**config.mk**
```make
export PLATFORM = sky130hd
export DESIGN_NAME = imem_loader
export DESIGN_NICKNAME = d
export VERILOG_FILES = /design/src/rtl/imem_loader.sv
export SDC_FILE = /design/constraint.sdc
export NUM_CORES = 1
export LEC_CHECK = 0
export BUFFER_PORTS_ARGS = -buffer_cell sky130_fd_sc_hd__buf_4
export CORE_UTILIZATION = 50
export CTS_BUF_LIST = sky130_fd_sc_hd__clkbuf_4 sky130_fd_sc_hd__clkbuf_8
export DETAILED_ROUTE_END_ITERATION = 12
export PLACE_DENSITY = 0.72
export SYNTH_ARGS = -nofsm -noshare
export SYNTH_HDL_FRONTEND = slang
export SYNTH_SLANG_ARGS = --single-unit
```
**constraint.sdc**
```tcl
create_clock -name clk -period 3.2 [get_ports clk]
set_input_delay 0.16 -clock clk [delete_from_list [all_inputs] [get_ports clk]]
set_output_delay 0.16 -clock clk [all_outputs]
set_load 0.01 [all_outputs]
```
**src/rtl/imem_loader.sv**
```systemverilog
// imem_loader: unpacks a length-prefixed big-endian byte stream into 32-bit instruction memory writes.
// Holds the core in reset-like hold while a program image is being loaded.
module imem_loader #(
    parameter int DEPTH = 1025,
    parameter int AW    = 32
) (
    input  logic          clk,
    input  logic          reset,
    input  logic          start,
    input  logic [7:0]    in_data,
    input  logic          in_valid,
    output logic          in_ready,
    output logic          wr_en,
    output logic [AW-1:0] wr_addr,
    output logic [31:0]   wr_data,
    output logic          cpu_hold,
    output logic          done,
    output logic          error,
    output logic [15:0]   words_wr
);
    typedef enum logic [2:0] {IDLE, LEN_HI, LEN_LO, DATA, WRITE, DONE, ERR} state_t;
    localparam logic [16:0] DEPTH_W = 17'(DEPTH);
    state_t state, state_nx;
    logic [7:0] n_hi;
    logic [15:0] n;
    logic [23:0] asm_q;
    logic [1:0] cnt;
    logic xfer, idle_like;
    logic [15:0] hdr;
    assign xfer = in_valid & in_ready;
    assign hdr = {n_hi, in_data};
    assign idle_like = (state == IDLE) || (state == DONE) || (state == ERR);
    always_comb begin
        state_nx = state;
        in_ready = 1'b0;
        wr_en = 1'b0;
        done = 1'b0;
        error = 1'b0;
        cpu_hold = 1'b0;
        case (state)
            IDLE, DONE, ERR: state_nx = start ? LEN_HI : state;
            LEN_HI: state_nx = xfer ? LEN_LO : LEN_HI;
            LEN_LO: state_nx = !xfer ? LEN_LO : (hdr == 16'd0) ? DONE : ({1'b0, hdr} > DEPTH_W) ? ERR : DATA;
            DATA: state_nx = (xfer && cnt == 2'd3) ? WRITE : DATA;
            WRITE: state_nx = (words_wr + 16'd1 == n) ? DONE : DATA;
            default: state_nx = IDLE;
        endcase
        in_ready = (state == LEN_HI) || (state == LEN_LO) || (state == DATA);
        wr_en = state == WRITE;
        done = state == DONE;
        error = state == ERR;
        cpu_hold = !idle_like;
    end
    always_ff @(posedge clk) begin
        if (reset) begin
            state <= IDLE;
            n_hi <= '0;
            n <= '0;
            asm_q <= '0;
            cnt <= '0;
            words_wr <= '0;
            wr_addr <= '0;
            wr_data <= '0;
        end else begin
            state <= state_nx;
            if (idle_like && start) begin
                words_wr <= '0;
                wr_addr <= '0;
                cnt <= '0;
            end
            if (state == LEN_HI && xfer) n_hi <= in_data;
            if (state == LEN_LO && xfer) n <= hdr;
            // The write port is loaded as the 4th byte lands so it is valid during WRITE.
            if (state == DATA && xfer) begin
                asm_q <= {asm_q[15:0], in_data};
                cnt <= cnt + 2'd1;
                if (cnt == 2'd3) begin
                    wr_addr <= AW'(words_wr);
                    wr_data <= {asm_q, in_data};
                end
            end
            if (state == WRITE) begin
                words_wr <= words_wr + 16'd1;
                cnt <= '0;
            end
        end
    end
endmodule

```
==> summary.txt <==
CTS resizes: 0
Power Total: 0.003435 W
Critical path buffers and inverters: 0
First-pass GRT wire length: 23,760 microns
Total gr overflow: 0
Die area: 0.01162 sq mm
Post-Syn Nets: 720
Sequential element share of the synthesized area: 47.56%
Multi-input gate area: 0.002606 sq mm
Crit path max-delay family: simple AND/OR/NAND/NOR gates
EDFF count, synth: 0
Initial core utilization: 51.41%
I/O pin cnt: 97
Max incr delay on CP: 0.59 ns
DRT Pass-1 Iters: 5
F_max: 359.4 MHz
Peak supply drop: 0.3733 mV
Slew Limit Fails: 0
Placed Cells incl. Taps: 894
Slew Limit Headroom: 46.40%
Worst-Margin Slew: 0.8021 ns
Final Wtd Congestion: 0.9048
Core area: 0.01089 sq mm
Row cnt: 38
Share of cells above drive strength 1: 18.41%
Crit start category: flop
Hold-fix buffers at CTS: 7
CP Data Required Time: 3.54 ns
Fill cells: 984
I/O Buffers: 96
CTS tree: yes
Top cell type's share of synthesized area: 47.56%
Post-route ant nets: 0
CTS Buffer Depth: 2
Worst Hold Class: primary input to flop
Synth Flop Type: dfxtp_1
Synthesis warning total: 0
Routed vias: 5,150
Number of global-route vias before repair: 4,780
Share of the clock period used by the worst path: 86.96%
WL final: 14,800 microns
FF+latch count, synth: 133
Gr usage total: 26.86%
CTS Buf Count: 17
Layout Area Growth over Synthesis: 20.54%
Initial antenna violation count: 0
H-tree levels: 4
Clock root cell: clkbuf_8
Die H: 107.8 microns
Reg area: 0.002663 sq mm
Most numerous cell in the Yosys netlist: nand2_1
Asr flop ratio synth: 0%
Cell chain of the critical path: ha_1 > nand4_1 > nor3_1 > o22ai_1 > a2111oi_1 > nand4_1 > a21o_1
Final Skew: 0.009955 ns
Clk slew on worst S/H paths: 0.07 ns
Synth cell types: 56
Outcome: complete, no violations
Placed cell areas: 0.006259 sq mm
Final Hold Viols: 0
Final setup vio count: 0
Routed wire length per instance: 15.86 microns
Postcts setup bufs: 0
Cell repeated most along the worst path: nand4_1
Final min period: 2.783 ns
Top post-synthesis cells by count: 198 x nand2_1, 133 x dfxtp_1, 114 x a21oi_1, 31 x nand3_1, 30 x clkbuf_1
Final Cell Area: 0.006748 sq mm
Ratio of routed vias to standard cells: 5.520
Final net count: 794
Final Non-Filler Cells: 933
Synth top area cells: dfxtp_1 48%, nand2_1 13%, a21oi_1 10%, nand3_1 2.8%, and2_1 2.2%
WP data arrival: 3.13 ns
Final HPWL DP: 10,150 microns
Max-cap violations: 0
DR iter-0 viols: 321
ANT cells: 0
Worst-Skew Late Latency: 0.45 ns
Syn_area_per_cell: 7.929 sq um
Leading area contributor after synthesis: dfxtp_1
RSZ-0062 raised after global routing: no
Nature of the critical path endpoint: flop
CP Class: flop to flop
Clk sink count: 133
Die X: 107.8 microns
Largest net degree at the start of global routing: 69
DRC viols: 0
Post-Route Setup TNS: 0 ns
Crit-path max FO: 13
PwrDens: 509.0 mW/mm^2
Hold Slack: 0.02174 ns
Leakage power: 2.509 nW
Slowest cell on the critical path: dfxtp_1
Mapped Area: 0.005598 sq mm
Cells after Synth: 706
cell families (layout without fill, tap and decap cells):
kind of cell	count (synthesis)	count (layout)	share of synthesized area [%]
and+or+nand+nor	327	327	26.62
xor gates and xnor gates	18	18	2.816
buffers and inverters	63	150	5.878
adders and majority gates	2	2	0.4470
DFF	133	133	47.56
AOI/OAI and AO/OA	163	163	16.67
through the flow:
step                util, %  setup slack, ns
floorplan                 -            1.099
global route          61.97           0.1767
detailed placement    57.48           0.4589
finish                61.97           0.4172
global placement      57.48           0.5644
CTS                   61.97           0.4395
cell usage in the layout (no fill, tap or decap), drive strengths merged, types with 3 or more instances in the layout:
| cell | count |
|---|---|
| nand2 | 198 |
| dfxtp | 133 |
| a21oi | 114 |
| buf | 106 |
| nand3 | 32 |
| nor2 | 27 |
| clkbuf | 23 |
| and2 | 20 |
| o21ai | 15 |
| xnor2 | 10 |
| nor3 | 9 |
| inv | 9 |
| xor2 | 8 |
| or3 | 7 |
| dlygate4sd3 | 7 |
| nand4 | 7 |
| nor2b | 5 |
| a311oi | 4 |
| o31ai | 4 |
| or4 | 4 |
| o21a | 3 |
| nor4 | 3 |
| o211ai | 3 |
| nand3b | 3 |
| and4 | 3 |
| a211oi | 3 |
worst paths after layout:
kind | end | slack, ns | depth (start not counted) | start
setup / recovery | state[1]$_SDFFE_PP0P_ | 0.42 | 7 | words_wr[0]$_SDFFE_PP0P_
hold / removal | n_hi[6]$_SDFFE_PP0P_ | 0.02 | 3 | in_data[6]
setup reg to reg | state[1]$_SDFFE_PP0P_ | 0.42 | 7 | words_wr[0]$_SDFFE_PP0P_
hold reg to reg | asm_q[19]$_SDFFE_PP0P_ | 0.46 | 2 | asm_q[19]$_SDFFE_PP0P_
worst reg2reg max path: cells and delay by family (launching register included):
kind / cells / cell delay [ns]
AND/OR/NAND/NOR: 3 / 0.99
adder cells (fa/ha/maj): 1 / 0.42
flip-flops: 1 / 0.59
AO/OA/AOI/OAI: 3 / 0.69
registers in the layout (all words and copies together) (netlist names):
| signal | count |
|---|---|
| asm_q | 24 |
| cnt | 2 |
| n | 16 |
| n_hi | 8 |
| state | 3 |
| words_wr | 16 |
| wr_addr | 32 |
| wr_data | 32 |
cell type report:
cell class | instances | share of cell area, %
multi-input combinational | 510 | 38.62
sequential | 133 | 39.46
tap | 140 | 2.596
timing repair buffer | 113 | 12.83
clock inverter | 9 | 1.706
clock buffer | 23 | 4.506
inverter | 5 | 0.2781
report_power, final:
part	internal [W]	switching, W	leakage, nW
clock network	0.000801	0.000660	0.211
logic	0.0000923	0.000174	1.23
registers	0.00168	0.0000299	1.07
routing by layer:
layer	wire length, microns	GRT usage, %	vias up
met1	6763	35.45	2391
li1	-	-	2553
met5	0	0	-
met2	6731	41.53	183
met3	998	6.780	23
met4	309	11.35	0
No activity file was read; power rests on OpenSTA's default activity.
